[src/rtl/lc4_isa_pkg.sv]
// LC4/ECC instruction-set constants shared by the encoder, packer and assembler tests.
package lc4_isa_pkg;

  localparam int unsigned INSN_W = 20;
  localparam int unsigned OPC_W  = 5;

  localparam int unsigned OPC_HI = 19;
  localparam int unsigned OPC_LO = 15;
  localparam int unsigned RD_HI  = 14;
  localparam int unsigned RD_LO  = 10;
  localparam int unsigned RS_HI  = 9;
  localparam int unsigned RS_LO  = 5;
  localparam int unsigned RT_HI  = 4;
  localparam int unsigned RT_LO  = 0;

  localparam logic [OPC_W-1:0] OP_NOP   = 5'b00000;
  localparam logic [OPC_W-1:0] OP_BRZ   = 5'b00001;
  localparam logic [OPC_W-1:0] OP_BRN   = 5'b00010;
  localparam logic [OPC_W-1:0] OP_BRP   = 5'b00011;
  localparam logic [OPC_W-1:0] OP_BRA   = 5'b00100;
  localparam logic [OPC_W-1:0] OP_ADD   = 5'b00101;
  localparam logic [OPC_W-1:0] OP_SUB   = 5'b00110;
  localparam logic [OPC_W-1:0] OP_ADDI  = 5'b00111;
  localparam logic [OPC_W-1:0] OP_JSR   = 5'b01000;
  localparam logic [OPC_W-1:0] OP_ANDI  = 5'b01001;
  localparam logic [OPC_W-1:0] OP_RTI   = 5'b01010;
  localparam logic [OPC_W-1:0] OP_CONST = 5'b01011;
  localparam logic [OPC_W-1:0] OP_MUL   = 5'b01100;
  localparam logic [OPC_W-1:0] OP_AND   = 5'b01101;
  localparam logic [OPC_W-1:0] OP_OR    = 5'b01110;
  localparam logic [OPC_W-1:0] OP_XOR   = 5'b01111;
  localparam logic [OPC_W-1:0] OP_CHKL  = 5'b10000;
  localparam logic [OPC_W-1:0] OP_TCDL  = 5'b10010;
  localparam logic [OPC_W-1:0] OP_CHKH  = 5'b10011;
  localparam logic [OPC_W-1:0] OP_SHF   = 5'b10100;
  localparam logic [OPC_W-1:0] OP_TCDH  = 5'b10101;

  typedef enum logic [1:0] {
    ST_IDLE = 2'd0,
    ST_LOAD = 2'd1,
    ST_DONE = 2'd2
  } enc_state_t;

endpackage

[src/rtl/lc4_insn_pack.sv]
// Combinational field packer: opcode/rd/rs/rt/imm -> 20-bit LC4/ECC word plus illegal flag.
module lc4_insn_pack
  import lc4_isa_pkg::*;
(
  input  logic [OPC_W-1:0]  opcode,
  input  logic [4:0]        rd,
  input  logic [4:0]        rs,
  input  logic [4:0]        rt,
  input  logic [9:0]        imm,
  output logic [INSN_W-1:0] word,
  output logic              illegal
);

  always_comb begin
    word    = '0;
    illegal = 1'b0;
    case (opcode)
      OP_ADD, OP_SUB, OP_MUL, OP_AND, OP_OR, OP_XOR, OP_TCDL, OP_SHF, OP_TCDH:
        word = {opcode, rd, rs, rt};
      OP_ADDI, OP_ANDI:
        word = {opcode, rd, rs, imm[4:0]};
      OP_CHKL, OP_CHKH:
        word = {opcode, rd, rs, 5'b0};
      OP_CONST:
        word = {opcode, rd, imm};
      // JSR always links through r7 in hardware, so its rd field stays zero
      OP_NOP, OP_BRZ, OP_BRN, OP_BRP, OP_BRA, OP_JSR:
        word = {opcode, 5'b0, imm};
      OP_RTI:
        word = {opcode, 15'b0};
      default: begin
        word    = '0;
        illegal = 1'b1;
      end
    endcase
  end

endmodule

[src/rtl/lc4_insn_encoder.sv]
// Program loader: packs field bundles into LC4/ECC words, buffers them and writes imem.
// Optional LC4_ENC_CHECKSUM_EN adds a running XOR of the words written in the current load.
module lc4_insn_encoder
  import lc4_isa_pkg::*;
#(
  parameter int unsigned ADDR_W = 16,
  parameter int unsigned DEPTH  = 4
) (
  input  logic              clk,
  input  logic              rst,
  input  logic              start,
  input  logic [ADDR_W-1:0] base_addr,
  input  logic [ADDR_W-1:0] len,
  input  logic              in_valid,
  output logic              in_ready,
  input  logic [OPC_W-1:0]  in_opcode,
  input  logic [4:0]        in_rd,
  input  logic [4:0]        in_rs,
  input  logic [4:0]        in_rt,
  input  logic [9:0]        in_imm,
  input  logic              mem_stall,
  output logic              mem_we,
  output logic [ADDR_W-1:0] mem_addr,
  output logic [INSN_W-1:0] mem_wdata,
  output logic              busy,
  output logic              done,
`ifdef LC4_ENC_CHECKSUM_EN
  output logic [INSN_W-1:0] checksum,
`endif
  output logic              err
);

  localparam int unsigned PTR_W = $clog2(DEPTH);
  localparam int unsigned CNT_W = PTR_W + 1;

  enc_state_t state, state_nxt;

  logic [ADDR_W-1:0] base_q, len_q, acc_cnt, wr_cnt;
  logic [INSN_W-1:0] fifo_mem [DEPTH];
  logic [PTR_W-1:0]  wr_ptr, rd_ptr;
  logic [CNT_W-1:0]  fifo_cnt;
  logic              fifo_full, fifo_empty;
  logic              start_load, push, pop;
  logic [INSN_W-1:0] pack_word;
  logic              pack_illegal;

  lc4_insn_pack u_pack (
    .opcode  (in_opcode),
    .rd      (in_rd),
    .rs      (in_rs),
    .rt      (in_rt),
    .imm     (in_imm),
    .word    (pack_word),
    .illegal (pack_illegal)
  );

  assign fifo_full  = (fifo_cnt == CNT_W'(DEPTH));
  assign fifo_empty = (fifo_cnt == '0);
  assign start_load = (state == ST_IDLE) && start;

  assign in_ready  = (state == ST_LOAD) && !fifo_full && (acc_cnt < len_q);
  assign mem_we    = (state == ST_LOAD) && !fifo_empty && !mem_stall;
  assign mem_addr  = base_q + wr_cnt;
  assign mem_wdata = fifo_empty ? '0 : fifo_mem[rd_ptr];
  assign busy      = (state == ST_LOAD);
  assign done      = (state == ST_DONE);
  assign push      = in_valid && in_ready;
  assign pop       = mem_we;

  always_ff @(posedge clk or posedge rst) begin
    if (rst) state <= ST_IDLE;
    else     state <= state_nxt;
  end

  always_comb begin
    state_nxt = state;
    case (state)
      ST_IDLE: if (start) state_nxt = ST_LOAD;
      ST_LOAD: if ((acc_cnt == len_q) && fifo_empty && !mem_we) state_nxt = ST_DONE;
      ST_DONE: state_nxt = ST_IDLE;
      default: state_nxt = ST_IDLE;
    endcase
  end

  // Load bookkeeping and FIFO pointers; a new start discards anything left over.
  always_ff @(posedge clk or posedge rst) begin
    if (rst) begin
      base_q   <= '0;
      len_q    <= '0;
      acc_cnt  <= '0;
      wr_cnt   <= '0;
      err      <= 1'b0;
      wr_ptr   <= '0;
      rd_ptr   <= '0;
      fifo_cnt <= '0;
    end else if (start_load) begin
      base_q   <= base_addr;
      len_q    <= len;
      acc_cnt  <= '0;
      wr_cnt   <= '0;
      err      <= 1'b0;
      wr_ptr   <= '0;
      rd_ptr   <= '0;
      fifo_cnt <= '0;
    end else begin
      if (push) begin
        acc_cnt <= acc_cnt + ADDR_W'(1);
        wr_ptr  <= wr_ptr + PTR_W'(1);
        if (pack_illegal) err <= 1'b1;
      end
      if (pop) begin
        wr_cnt <= wr_cnt + ADDR_W'(1);
        rd_ptr <= rd_ptr + PTR_W'(1);
      end
      if (push && !pop)      fifo_cnt <= fifo_cnt + CNT_W'(1);
      else if (pop && !push) fifo_cnt <= fifo_cnt - CNT_W'(1);
    end
  end

  always_ff @(posedge clk) begin
    if (push) fifo_mem[wr_ptr] <= pack_word;
  end

`ifdef LC4_ENC_CHECKSUM_EN
  always_ff @(posedge clk or posedge rst) begin
    if (rst)             checksum <= '0;
    else if (start_load) checksum <= '0;
    else if (pop)        checksum <= checksum ^ mem_wdata;
  end
`endif

endmodule
[config.mk]
export PLATFORM = sky130hd
export DESIGN_NAME = lc4_insn_encoder
export DESIGN_NICKNAME = d
export VERILOG_FILES = /design/src/rtl/lc4_isa_pkg.sv /design/src/rtl/lc4_insn_pack.sv /design/src/rtl/lc4_insn_encoder.sv
export SDC_FILE = /design/constraint.sdc
export NUM_CORES = 1
export LEC_CHECK = 0
export CAP_MARGIN = 15
export CORE_MARGIN = 5
export CORE_UTILIZATION = 50
export DETAILED_ROUTE_END_ITERATION = 8
export PLACE_DENSITY = 0.74
export RECOVER_POWER = 50
export SYNTH_ARGS = -nofsm -noshare
export SYNTH_HDL_FRONTEND = slang
export SYNTH_SLANG_ARGS = --single-unit
[constraint.sdc]
create_clock -name clk -period 8.15 [get_ports clk]
set_input_delay 1.63 -clock clk [delete_from_list [all_inputs] [get_ports clk]]
set_output_delay 1.63 -clock clk [all_outputs]
set_load 0.1 [all_outputs]
# Yosys cells after proc, flatten, opt, wreduce, memory -nomap -nowiden
# Memories as Yosys holds them, arrays and structs flattened.
# Index checks and enable logic that the tools add are counted.
# Widths: inputs -> output; s select.
word_totals:
  reg_bits: 74
  memories: 1
  ram_bits: 80
  romBits: 0
  output_inout_bits: 41
  latchBits: 0
  input_bits: 67
classes:
  div: 0
  n_bitwise: 0
  mux: 21
  n_shift: 0
  n_lt_le_gt_ge: 1
  n_eq_ne: 27
  n_reduce_logical: 28
  n_mul: 0
  add_sub_neg: 7
mem_list:
  columns: ["memory", "depth", "word_bits", "rd", "rd_clocked_by_memory_dff", "write_ports", "line_no", "rtl"]
  rows:
  - ["fifo_mem", 4, 20, 1, 0, 1, "lc4_insn_encoder.sv:39", "logic [INSN_W-1:0] fifo_mem [DEPTH];"]
op_table:
  columns: ["op", "count"]
  rows:
  - ["$pmux 20 s6", 1]
  - ["$mux 16", 4]
  - ["$eq 5x4->1 const B", 8]
  - ["$add 16x1->16 const B", 2]
  - ["$eq 5x5->1 const B", 5]
  - ["$reduce_or 21->1", 1]
  - ["$eq 5x3->1 const B", 4]
  - ["$mux 20", 1]
  - ["$add 16x16->16", 1]
  - ["$eq 16x16->1", 1]
  - ["$lt 16x16->1", 1]
  - ["$mux 2", 6]
  - ["$eq 5x2->1 const B", 2]
  - ["$logic_and 1x1->1", 10]
  - ["$mux 3", 3]
  - ["$reduce_or 9->1", 1]
  - ["$reduce_or 6->1", 1]
  - ["$eq 5x1->1 const B", 1]
  - ["$logic_not 1->1", 5]
  - ["$logic_not 5->1", 1]
  - ["$mux 1", 5]
  - ["$add 2x1->2 const B", 2]
  - ["$ne 2x1->1 const B", 2]
  - ["$pmux 2 s2", 1]
  - ["12 further kinds", 15]

# Depth between registers and ports, before layout
# Gate-level depths: netlist (run 1).
depth:
  word_depth: 10
  mapped_depth: 13

# By module
# Synthesis (run 1) repeated with hierarchy kept, for this count alone.
hier_totals:
  cells_unflattened: 689
  hier_area_um2: 7961.4
by_module_without_submodules:
  columns: ["mod", "cells_each", "n_inst", "area_per_inst_um2", "seq_area_each_um2"]
  rows:
  - ["lc4_insn_encoder", 640, 1, 7604.8, 4254.1]
  - ["lc4_insn_pack", 49, 1, 356.6, 0.0]

# Worst setup path before layout (run 1)
# Ideal clock, no wire load.
synth_path:
  path_type: "register to output"
  from: "register wr_cnt[0]"
  to: "output mem_addr[14]"
  slack_ns: 1.190
  path_buffers: 0
  t_required_ns: 6.520
  stages_incl_launch_ff: 10
  t_arrival_ns: 5.330
  cell_sequence: "dfrtp_1 ha_1 inv_1 fa_1 nand2b_1 a21oi_1 a221oi_1 o21ai_0 a21oi_1 o311ai_0"
synth_via:
  elab_chain_cells: 1
synth_rtl:
  columns: ["item", "line_no", "rtl"]
  rows:
  - ["start: declaration", "lc4_insn_encoder.sv:38", "logic [ADDR_W-1:0] base_q, len_q, acc_cnt, wr_cnt;"]
  - ["start signal: assignment", "lc4_insn_encoder.sv:112", "wr_cnt <= wr_cnt + ADDR_W'(1);"]
  - ["$add 16x16->16", "lc4_insn_encoder.sv:63", "assign mem_addr = base_q + wr_cnt;"]
  - ["end: declaration", "lc4_insn_encoder.sv:23", "output logic [ADDR_W-1:0] mem_addr,"]
# No other way between the ends.

# Worst setup path after layout (run 1)
# Ends and elaborated chain as after synthesis.

==> results.yml, run 1 <==
outcome:
  status: "complete, but fails checks"
  violations: "capacitance limit, slew limit"
drt:
  dr_total_vias: 5531
  viasPerCell: 5.50
  wl_met1_um: 7330
  drtIter0Drc: 322
  wl_per_cell_um: 16.9
  wl_um: 17000
  dr_wl_met3_um: 828
  topRoutingLayerUsed: "met4"
  drtPass1Iterations: 4
  wl_met2_um: 8710
  drcViolationCount: 0
  postRouteAntennaNets: 0
final_layout:
  areaGrowthSynthToFinish_pct: 23.3
  fin_nets: 887
  num-fill-cells: 1186
  drive_gt1_frac: 0.0756
  fin_cells: 1005
  final_area_um2: 9600
  layout_commonest_cell: "clkdlybuf4s50_1"
  diodes: 0
  final_cell_mix: "clkdlybuf4s50_1, nand2_1, edfxtp_1"
placement:
  placed_cells: 973
  numPortBuffers: 107
  placed_area_um2: 9050
  gp_congestion: 0.848
  dpl_worst_slack_ns: 2.68
  post-dp-hpwl_um: 11700
clock_tree:
  path_clk_slew_ns: 0.06
  clockBufferDepth: 2
  cts_made_buffers: 17
  post_cts_buffers: 0
  cts_tree: "done"
  clock_latency_ns: 0.41
  cts_max_level: 4
  ctsResizeCount: 0
  cts.root.buffer_cell: "clkbuf_16"
  clkSinkCount: 154
  cts_hold_buf: 0
worst_setup_path:
  cp-end-kind: "output port"
  required_ns: 6.52
  worstPathArrival_ns: 4.14
  startpoint_type: "register"
  cp_max_fo: 4
  r2r_slack_ns: 4.46
  crit_type: "register to output port"
timing:
  fin_skew_ns: 0.00712
  fin_crit_sh: 0.708
  whs_ns: 0.484
  rsz0062_at_grt: "false"
  worst_slew_pin_slew_ns: 3.97
  setup_violations: 0
  period_needed_ns: 5.77
  finalMaxSlewViolations: 158
  hold_viol: 0
  max_freq_mhz: 173
  relSlewSlack: -1.65
  fin_tns_setup_ns: 0
  setup_ws_ns: 2.38
yosys:
  syn_avg_cell_area_um2: 11.5
  synth_top_area_frac: 0.308
  synthCells: 677
  synth_ff_type: "edfxtp_1"
  syn_nets: 783
  syn_area_um2: 7790
  yosysTopAreaCell: "edfxtp_1"
  ys_ff_latch: 154
  ys_seq_area_frac: 0.546
  synth.distinct_cells: 54
  synth.area.top_cells: "edfxtp_1, dfrtp_1, ha_1, mux4_2, nand2_1"
  synth-async-reset-ratio: 0.481
  ys_warn_count: 0
  synth_edf_count: 80
pwr:
  powerDensity_nw_per_um2: 377
  p_leak_nw: 3.87
  vdd_ir_drop_max_mv: 0.217
floorplanning:
  core-area_um2: 15300
  die_area_um2: 18200
  die_y_um: 135
  pin_count: 108
  die_w_um: 135
  start_util: 0.511
  rows: 45
grt:
  grt.overflow.total: 0
  grt_pass1_vias: 5681
  grt_max_degree: 75
  track_usage: 0.192
  antenna_found_initial: 0
  grt_first_pass_wirelength_um: 27600
min_path:
  hold_class: "register to register"
flow_run:
  drv_cap: 3
## synth_stat cells (3+ instances only)
cell type,number
nor2_1,37
nor2b_1,5
mux2i_1,7
and2_1,33
a21oi_1,34
nor3_1,6
a211oi_1,3
buf_1,3
and4_1,8
a21o_1,5
o211ai_1,4
edfxtp_1,80
xor2_1,12
clkbuf_1,22
a22o_1,10
o21ai_0,39
nand3_1,16
inv_1,32
mux4_2,20
dfrtp_1,74
ha_1,37
xnor2_1,20
nand2_1,96
or3_1,10
or4_1,8
nand4_1,7
o31ai_1,11
nand2b_1,7
## state kept, by name, indices dropped and copies added (netlist names)
register / flops
fifo_cnt: 3
wr_cnt: 16
err: 1
wr_ptr: 2
base_q: 16
state: 2
acc_cnt: 16
len_q: 16
fifo_mem: 80
rd_ptr: 2
## layer usage
layer	track usage	vias to the layer above
met5	0	-
met4	0.0503	0
met3	0.0477	17
met2	0.333	136
met1	0.242	2716
li1	-	2662
## power breakdown
| group | internal, mW | switching (mW) |
|---|---|---|
| combinational | 0.516 | 1.26 |
| sequential | 0.982 | 0.118 |
| clock | 0.448 | 0.297 |
| total | 1.95 | 1.67 |
## final cells by class
cell class | instances | area, um2 | area share
clock buffer | 20 | 437 | 0.0455
clock inverter | 12 | 124 | 0.0129
inverter | 33 | 124 | 0.0129
multi-input combinational | 463 | 3300 | 0.344
sequential | 154 | 4250 | 0.443
tap | 211 | 264 | 0.0275
timing repair buffer | 112 | 1100 | 0.114
## through the flow
step | util | power (mW)
2_1_floorplan | - | 2.47
3_3_place_gp | 0.593 | 2.86
3_5_place_dp | 0.593 | 2.90
4_1_cts | 0.630 | 3.65
5_1_grt | 0.629 | 3.77
6_report | 0.629 | 3.62
## critical path, cell delays in order (launching register included)
cell and delay, ns:
dfrtp_1 0.42, ha_1 0.22, inv_1 0.06, fa_1 0.41, nand2b_1 0.17, a21oi_1 0.27, a221oi_1 0.21, o21ai_0 0.32
a21oi_1 0.15, o311ai_0 0.29, clkdlybuf4s50_1 1.20
## cells by family after synthesis
kind of cell / share of synthesized area
DFF: 0.546
buffers and inverters: 0.0300
AOI/OAI and AO/OA: 0.100
muxes: 0.0668
adders and majority gates: 0.0646
and+or+nand+nor: 0.156
xor gates and xnor gates: 0.0360
## path summary, 6_finish.rpt
| path | startpoint | end | cells after the start |
|---|---|---|---|
| worst max-delay path | wr_cnt[0] | mem_addr[14] | 10 |
| worst min-delay path | base_q[13] | base_q[13] | 2 |
| worst max register to register | state[0] | acc_cnt[6] | 5 |
| worst min register to register | base_q[13] | base_q[13] | 2 |
| max in group asynchronous | rst | err | 3 |
| min in group asynchronous | rst | len_q[12] | 3 |
Note: power is estimated with default switching activity, not from simulation.
==> run 2, diff against run 1 <==
--- a/config.mk
+++ b/config.mk
@@ -9,7 +9,7 @@
 export CORE_MARGIN = 5
 export CORE_UTILIZATION = 50
 export DETAILED_ROUTE_END_ITERATION = 8
-export PLACE_DENSITY = 0.74
+export PLACE_DENSITY = 0.77
 export RECOVER_POWER = 50
 export SYNTH_ARGS = -nofsm -noshare
 export SYNTH_HDL_FRONTEND = slang
==> constraint.sdc (replaced) <==
create_clock -name clk -period 5 [get_ports clk]
set_input_delay 1 -clock clk [delete_from_list [all_inputs] [get_ports clk]]
set_output_delay 1 -clock clk [all_outputs]
set_load 0.1 [all_outputs]
==> run 2 against run 1 <==
Net effect: the flow still finishes with violations (capacitance limit, slew limit); die area unchanged; setup slack worse by 1.6 ns; total power up 64%; via count is 0.40% higher; critical path depth unchanged; cell count about the same; largest power group unchanged.
==> results.yml, run 2 (same netlist as run 1, synthesis figures left out) <==
outcome:
  status: "complete, but fails checks"
  violations: "capacitance limit, slew limit"
worst_setup_path:
  reg2reg_from: "acc_cnt[11]"
  cp-end-kind: "output port"
  r2r_slack_ns: 1.39
  rr_worst_depth: 10
  worstPathArrival_ns: 3.19
  worstReg2RegEnd: "fifo_cnt[2]"
  crit_type: "register to output port"
  required_ns: 4.00
  cp_max_fo: 4
  setup.worst_path.start: "wr_cnt[0]"
  startpoint_type: "register"
grt:
  track_usage: 0.199
  antenna_found_initial: 0
  grt.overflow.total: 0
  grt_pass1_vias: 5880
  grt_max_degree: 52
  grt_first_pass_wirelength_um: 28600
final_layout:
  final_area_um2: 9610
  largest_register: "fifo_mem"
  largest_register_ffs: 80
  fin_nets: 888
  layout_commonest_cell: "nand2_1"
  diodes: 0
  final_cell_mix: "nand2_1, clkdlybuf4s50_1, edfxtp_1"
  drive_gt1_frac: 0.0943
  num-fill-cells: 1170
  areaGrowthSynthToFinish_pct: 23.4
placement:
  placed_area_um2: 9060
  numPortBuffers: 107
  gp_congestion: 0.797
  post-dp-hpwl_um: 12100
drt:
  dr_total_vias: 5553
  wl_per_cell_um: 17.1
  drtIter0Drc: 351
  postRouteAntennaNets: 0
  wl_um: 17200
  viasPerCell: 5.52
  drcViolationCount: 0
  drtPass1Iterations: 5
min_path:
  min_from: "state[1]"
  min_to: "state[0]"
  hold_path_depth: 1
  hold_class: "register to register"
timing:
  rsz0062_at_grt: "false"
  whs_ns: 0.484
  hold_viol: 0
  worst_slew_pin_slew_ns: 2.36
  finalMaxSlewViolations: 96
  relSlewSlack: -0.573
  fin_tns_setup_ns: 0
  fin_crit_sh: 0.839
  fin_skew_ns: 0.0119
  period_needed_ns: 4.19
  setup_violations: 0
  max_freq_mhz: 238
floorplanning:
  rows: 45
  pin_count: 108
  die_area_um2: 18200
  core-area_um2: 15300
  die_w_um: 135
  start_util: 0.511
  die_y_um: 135
clock_tree:
  cts_hold_buf: 0
  cts.root.buffer_cell: "clkbuf_16"
  post_cts_buffers: 0
  cts_tree: "done"
  clock_latency_ns: 0.42
  cts_made_buffers: 17
  clkSinkCount: 154
  ctsResizeCount: 0
  clockBufferDepth: 2
  cts_max_level: 4
  path_clk_slew_ns: 0.06
pwr:
  p_leak_nw: 3.91
  vdd_ir_drop_max_mv: 0.543
  powerDensity_nw_per_um2: 618
flow_run:
  drv_cap: 2
run 2: power by group:
| group | leakage, nW | internal, mW | switching (mW) | total (mW) |
|---|---|---|---|---|
| sequential | 1.67 | 1.60 | 0.202 | 1.80 |
| clock | 0.265 | 0.732 | 0.514 | 1.25 |
| combinational | 1.97 | 0.848 | 2.04 | 2.89 |
run 2: through the flow:
step / utilization / power [mW] / worst slack [ns] / cells
after floorplan: - / 4.03 / 0.566 / 677
after global placement: 0.594 / 4.66 / 1.29 / 973
after detailed placement: 0.594 / 4.74 / 1.24 / 973
after CTS: 0.631 / 5.99 / 0.777 / 1005
after global routing: 0.630 / 6.21 / 0.663 / 1006
final: 0.630 / 5.94 / 0.805 / 1006
run 2: worst max path at each step:
stage,endpoint,cells past startpoint,slack [ns]
global route,base_q[1],5,0.66
finish,mem_addr[14],10,0.81
global placement,mem_wdata[4],4,1.29
floorplan,mem_addr[12],9,0.57
CTS,mem_wdata[0],4,0.78
detailed placement,mem_wdata[0],4,1.24
run 2: final cells by class:
cell class,count,area (um2),share of cell area
clock inverters,15,154,0.0160
multi-input cells,463,3290,0.342
well taps,211,264,0.0275
flip-flops and latches,154,4250,0.443
clock buffers,17,425,0.0443
inverters,33,124,0.0129
repair buffers,113,1100,0.115
run 2: critical path, cell delays in order, from the launching register on:
cell and delay, ns:
dfrtp_1 0.40, ha_1 0.21, inv_1 0.07, fa_1 0.40
nand2b_1 0.16, a21oi_1 0.27, a221oi_1 0.21, o21ai_0 0.31
a21oi_1 0.17, o311ai_2 0.23, buf_4 0.33
run 2: routing by layer:
metal	GRT usage	vias to the layer above	routed length, um
li1	-	2668	-
met1	0.244	2729	7310
met2	0.345	131	8900
met3	0.0428	25	691
met4	0.0730	0	329
met5	0	-	0
==> run 3, diff against run 2 <==
--- a/config.mk
+++ b/config.mk
@@ -9,7 +9,7 @@
 export CORE_MARGIN = 5
 export CORE_UTILIZATION = 50
 export DETAILED_ROUTE_END_ITERATION = 8
-export PLACE_DENSITY = 0.77
+export PLACE_DENSITY = 0.74
 export RECOVER_POWER = 50
 export SYNTH_ARGS = -nofsm -noshare
 export SYNTH_HDL_FRONTEND = slang
==> constraint.sdc (replaced) <==
create_clock -name clk -period 4.4 [get_ports clk]
set_input_delay 0.88 -clock clk [delete_from_list [all_inputs] [get_ports clk]]
set_output_delay 0.88 -clock clk [all_outputs]
set_load 0.1 [all_outputs]
==> run 3 against run 2 <==
Net effect: the run now ends clean; via count is 0.61% higher; non-clock buffer count is 4 higher; sequential power is 12% higher; cell count is 0.40% higher; clock-buffer cell count is 7 higher; die area stayed put; critical path depth stayed put; cell area is 0.30% higher; core utilization is 0.19 points higher.
==> results.yml, run 3 (same netlist as run 1, synthesis figures left out) <==
outcome:
  status: "completed"
drt:
  drcViolationCount: 0
  viasPerCell: 5.53
  drtPass1Iterations: 5
  postRouteAntennaNets: 0
  wl_um: 17200
  dr_total_vias: 5587
  drtIter0Drc: 377
  wl_per_cell_um: 17.0
timing:
  fin_skew_ns: 0.00879
  fin_crit_sh: 0.925
  setup_violations: 0
  worst_slew_pin_slew_ns: 1.39
  rsz0062_at_grt: "false"
  whs_ns: 0.492
  fin_tns_setup_ns: 0
  finalMaxSlewViolations: 0
  period_needed_ns: 4.07
  relSlewSlack: 0.0745
  hold_viol: 0
  max_freq_mhz: 246
clock_tree:
  cts_max_level: 4
  cts_tree: "done"
  cts_made_buffers: 17
  clkSinkCount: 154
  clockBufferDepth: 2
  path_clk_slew_ns: 0.06
  ctsResizeCount: 0
  clock_latency_ns: 0.43
  cts_hold_buf: 0
  post_cts_buffers: 0
  cts.root.buffer_cell: "clkbuf_16"
floorplanning:
  start_util: 0.511
  core-area_um2: 15300
  rows: 45
  die_y_um: 135
  pin_count: 108
  die_w_um: 135
  die_area_um2: 18200
grt:
  grt_first_pass_wirelength_um: 27900
  grt.overflow.total: 0
  track_usage: 0.196
  antenna_found_initial: 0
  grt_max_degree: 51
  grt_pass1_vias: 5616
final_layout:
  num-fill-cells: 1190
  largest_register_ffs: 80
  areaGrowthSynthToFinish_pct: 23.7
  layout_commonest_cell: "nand2_1"
  final_cell_mix: "nand2_1, edfxtp_1, dfrtp_1"
  diodes: 0
  final_area_um2: 9640
  largest_register: "fifo_mem"
  drive_gt1_frac: 0.133
  fin_nets: 892
  fin_cells: 1010
placement:
  gp_congestion: 0.827
  numPortBuffers: 107
  placed_cells: 978
  placed_area_um2: 9020
  post-dp-hpwl_um: 11600
worst_setup_path:
  startpoint_type: "register"
  reg2reg_from: "acc_cnt[13]"
  cp-end-kind: "output port"
  slowest_delay_ns: 0.41
  worstReg2RegEnd: "fifo_cnt[2]"
  cp_max_fo: 4
  slowest_stage: "dfrtp_1"
  crit_type: "register to output port"
  critical_path_depth: 10
  rr_worst_depth: 10
  path_cells: "ha_1 -> inv_1 -> fa_1 -> nand2b_1 -> a21oi_1 -> a221oi_1 -> o21ai_0 -> a21oi_1 -> o311ai_2 -> buf_4"
  crit_family: "compound AO/OA/AOI/OAI gates"
  cp-endpoint: "mem_addr[14]"
  crit_top_cell: "a21oi_1"
  worstPathArrival_ns: 3.19
  r2r_slack_ns: 0.75
  setup.worst_path.start: "wr_cnt[0]"
  required_ns: 3.52
  worstPathBufferInverterCount: 2
min_path:
  hold_class: "register to register"
pwr:
  total_power_mw: 6.82
  vdd_ir_drop_max_mv: 0.440
  p_leak_nw: 4.00
  powerDensity_nw_per_um2: 707
flow_run:
  drv_cap: 0
[run 3: changes by cell type in the layout (fill, tap and decap cells not counted), moves of 3 or more]
| cell | before | now |
|---|---|---|
| buf_4 | 13 | 41 |
| clkdlybuf4s50_1 | 90 | 64 |
| clkinv_4 | 4 | 0 |
| clkinvlp_4 | 6 | 2 |
| clkbuf_16 | 17 | 20 |
[run 3: how the worst min path moves through the flow]
stage,from,end,slack (ns),cells past startpoint
6_report,base_q[12],base_q[12],0.49,2
5_1_grt,base_q[0],base_q[0],0.52,2
4_1_cts,base_q[12],base_q[12],0.49,2
3_5_place_dp,base_q[6],base_q[6],0.47,2
3_3_place_gp,base_q[0],base_q[0],0.47,2
2_1_floorplan,state[1],state[0],0.44,1
[run 3: metal layers]
metal	global-route usage	share of wire	vias to the layer above
met3	0.0402	0.050	18
met1	0.254	0.43	2732
met4	0.0752	0.013	0
li1	-	-	2676
met5	0	0	-
met2	0.326	0.51	161
[run 3: power breakdown]
part / switching [mW] / internal (mW) / total [mW] / leakage [nW]
clock: 0.565 / 0.980 / 1.55 / 0.315
sequential: 0.201 / 1.81 / 2.02 / 1.67
combinational: 2.36 / 0.898 / 3.26 / 2.01
total: 3.13 / 3.69 / 6.82 / 4.00
[run 3: worst register-to-register path: cells and delay by family (launching register included)]
family                     cells  cell delay (ns)
adders and majority gates      2             0.73
and+or+nand+nor                5             1.66
DFF                            1             0.41
AOI/OAI and AO/OA              1             0.36
muxes                          2             0.41
[run 3: per-stage QoR]
stage / util / worst slack, ns
6_report: 0.632 / 0.330
5_1_grt: 0.632 / 0.205
3_5_place_dp: 0.591 / 0.806
2_1_floorplan: - / 0.0859
3_3_place_gp: 0.591 / 0.910
4_1_cts: 0.633 / 0.349
[run 3: cell type report]
class | instances | area (um2) | area share
inverter | 33 | 124 | 0.0129
clock buffer | 24 | 543 | 0.0563
timing repair buffer | 117 | 1050 | 0.109
multi-input combinational | 463 | 3300 | 0.343
sequential | 154 | 4250 | 0.441
tap | 211 | 264 | 0.0274
clock inverter | 8 | 100 | 0.0104
==> patch 1, RTL diff (config.mk and constraints of run 2) <==
Re-encode `enc_state_t` (3 states) as one-hot, 3 bits wide.
--- a/src/rtl/lc4_isa_pkg.sv
+++ b/src/rtl/lc4_isa_pkg.sv
@@ -35,10 +35,10 @@
   localparam logic [OPC_W-1:0] OP_SHF   = 5'b10100;
   localparam logic [OPC_W-1:0] OP_TCDH  = 5'b10101;
 
-  typedef enum logic [1:0] {
-    ST_IDLE = 2'd0,
-    ST_LOAD = 2'd1,
-    ST_DONE = 2'd2
+  typedef enum logic [2:0] {
+    ST_IDLE = 3'b001,
+    ST_LOAD = 3'b010,
+    ST_DONE = 3'b100
   } enc_state_t;
 
 endpackage
Behaviour: no difference found for any inputs over 4 cycles, from zero or initial values and one cycle with rst high; so few cycles prove little.
==> patch 1 against run 2 <==
- power decreased by 13%
- area after synthesis increased by 0.13%
- the flow still finishes with violations (capacitance limit, slew limit)
- first-iteration DRC count decreased by 0.28%
- setup slack got worse by 360 ps
- hold slack improved by 1.6 ps
- die area increased by 0.12%
- cell area about the same
- sequential cell count increased by 1
- wire length about the same
==> patch 1: results <==
metrics = {
    "global_routing": {
        "grt_pass1_vias": 5756,
        "grt_usage_pct": 19.7,
    },
    "logic_synthesis": {
        "async_reset_ff_share_pct": 48.4,
        "post_synth_fa_ha_maj_area_fraction_pct": 6.45,
        "syn_avg_cell_area_um2": 11.5,
        "synth-compound-area-share_pct": 9.03,
        "synth.area.top_cells": "edfxtp_1, dfrtp_1, ha_1",
        "synth.distinct_cells": 56,
    },
    "timing": {
        "fin_skew_ps": 10.6,
        "layout_setup_ws_ps": 446,
        "timing.hold.ws_ps": 485,
        "drv_slew": 78,
    },
    "routing": {
        "wire_per_inst_um": 17.1,
        "viasPerCell": 5.52,
        "route.met2.wl_um": 8670,
        "drt_iter0_markers": 350,
        "met3_length_um": 865,
    },
    "power": {
        "worst_ir_drop_vdd_uv": 251,
        "power.leakage_nw": 3.91,
    },
    "layout": {
        "multi_input_area_share_pct": 34.3,
        "n_sequential_cell": 155,
        "drive_gt1_share_pct": 9.03,
        "post-route-util_pct": 63.0,
        "buffers": 115,
        "buf_share_pct": 11.4,
        "fin_nets": 890,
        "fill_cells": 1211,
    },
    "worst_setup_path": {
        "endpoint": "mem_addr[8]",
        "rrSetupSlack_ps": 1260,
        "r2r-start": "acc_cnt[1]",
        "worst_path_max_delay_cell": "clkdlybuf4s50_1",
    },
    "worst_hold_path": {
        "min_from": "base_q[12]",
        "holdPathStages": 2,
        "min_to": "base_q[12]",
    },
    "flow_run": {
        "max_cap_viol_count": 2,
    },
    "placed_design": {
        "place_worst_setup_slack_ps": 944,
        "dp_hpwl_um": 12000,
        "placedCellCount": 976,
    },
    "outcome": {
        "status": "complete, but fails checks",
        "violations": "capacitance limit, slew limit",
    },
}
## patch 1: cell count changes after synthesis, moves of 4 or more
cell / before / now
and2_1: 33 / 14
nor2b_1: 5 / 23
a21oi_1: 34 / 25
o31ai_1: 11 / 3
nand2_1: 96 / 103
o21ai_0: 39 / 32
or3_1: 10 / 3
and3_1: 0 / 6
xor2_1: 12 / 17
nor3_1: 6 / 10
## patch 1: metal layers
layer / global-route usage, % / vias up
li1: - / 2653
met1: 25.3 / 2727
met5: 0 / -
met4: 5.88 / 0
met2: 33.3 / 151
met3: 4.81 / 29
## patch 1: logic make-up (layout without fill, tap and decap cells)
group           Yosys count  count (layout)
xor+xnor                 35              35
compound gates          109             109
mux                      30              30
buf+inv                  61             179
flops                   155             155
fa+ha+maj                39              39
simple gates            250             250
## patch 1: where the power goes
| group | internal (mW) | leakage, nW | switching [mW] |
|---|---|---|---|
| combinational | 0.631 | 1.92 | 1.67 |
| sequential | 1.54 | 1.72 | 0.0980 |
| clock | 0.734 | 0.269 | 0.486 |
==> patch 2, RTL diff (flow settings as in run 2) <==
Made on the original files. Set the parameter `DEPTH` to 2 (it was 4).
--- a/src/rtl/lc4_insn_encoder.sv
+++ b/src/rtl/lc4_insn_encoder.sv
@@ -4,7 +4,7 @@
   import lc4_isa_pkg::*;
 #(
   parameter int unsigned ADDR_W = 16,
-  parameter int unsigned DEPTH  = 4
+  parameter int unsigned DEPTH  = 2
 ) (
   input  logic              clk,
   input  logic              rst,
Function: changed (a bounded check fails within 4 cycles, from zero or initial values and one cycle with rst high).
==> patch 2 against run 2 <==
- the flow still finishes with violations (capacitance limit, slew limit)
- area after synthesis decreased by 24%
- global-route usage fell by 0.28 points
- sequential cell count down 43
- synthesized cell count is 12% lower
- first-iteration DRC count fell by 9.1%
- wire length is 22% lower
- setup slack got worse by 250 ps
- clock power down 47%
- power decreased by 34%
- hold slack barely moved
- critical endpoint unchanged
- via count is 16% lower
- cell area down 23%
- critical path depth did not move
==> patch 2: results <==
metrics = {
    "logic_synthesis": {
        "synth_nets": 700,
        "syn_avg_cell_area_um2": 9.94,
        "ys_seq_area_share_pct": 50.0,
        "ys.flop_type": "dfrtp_1",
        "synth.distinct_cells": 45,
        "synth_common_cells": "nand2_1, dfrtp_1, nor2_1",
    },
    "power": {
        "pg_comb_mw": 2.07,
        "worst_ir_drop_vdd_uv": 499,
    },
    "layout": {
        "drive_gt1_share_pct": 4.82,
        "largest_reg_flops": 40,
        "fin_nets": 802,
    },
    "outcome": {
        "status": "complete, but fails checks",
        "violations": "capacitance limit, slew limit",
    },
    "global_routing": {
        "grt_max_degree": 49,
        "grt_pass1_vias": 4852,
        "use_met3_pct": 7.16,
        "grt_usage_pct": 19.6,
    },
    "routing": {
        "drt_iter0_markers": 319,
        "viasPerCell": 5.51,
        "wl_met1_um": 5960,
        "wire_per_inst_um": 15.8,
        "route.met2.wl_um": 6270,
    },
    "cts": {
        "cts_made_buffers": 9,
    },
    "timing": {
        "timing.hold.ws_ps": 484,
        "fmax_ghz": 0.225,
        "drv_slew": 123,
    },
    "placed_design": {
        "place_worst_setup_slack_ps": 1020,
        "dp_hpwl_um": 9800,
        "placed_cell_area_um2": 7130,
    },
    "worst_hold_path": {
        "min_from": "base_q[13]",
        "holdPathStages": 2,
        "min_to": "base_q[13]",
    },
    "worst_setup_path": {
        "r2r_cells": 7,
    },
    "flow_run": {
        "max_cap_viol_count": 3,
    },
}
==> patch 2: final cells by class <==
type	count	area, µm²	share of cell area (%)
sequential	111	2980	40.3
multi-input combinational	435	2760	37.4
timing repair buffer	113	1080	14.6
clock buffer	10	229	3.10
tap	143	179	2.42
inverter	31	116	1.58
clock inverter	6	42.5	0.576
==> patch 2: logic make-up after synthesis <==
logic type                 count (synthesis)  share of synthesized area, %
AOI/OAI and AO/OA                        120                          12.7
xor gates and xnor gates                  30                          4.41
adders and majority gates                 34                          7.27
buffers and inverters                     53                          3.51
DFF                                      111                          50.0
muxes                                     25                          4.23
and+or+nand+nor                          226                          17.8
==> patch 2: worst max-delay path, stage by stage (launching register included) <==
cell	delay [ps]
dfrtp_1	410
ha_1	200
inv_1	60
fa_1	410
nor2b_1	210
o31ai_1	110
a2111oi_0	860
nor3_1	120
o21ai_0	240
xor2_1	170
buf_4	310
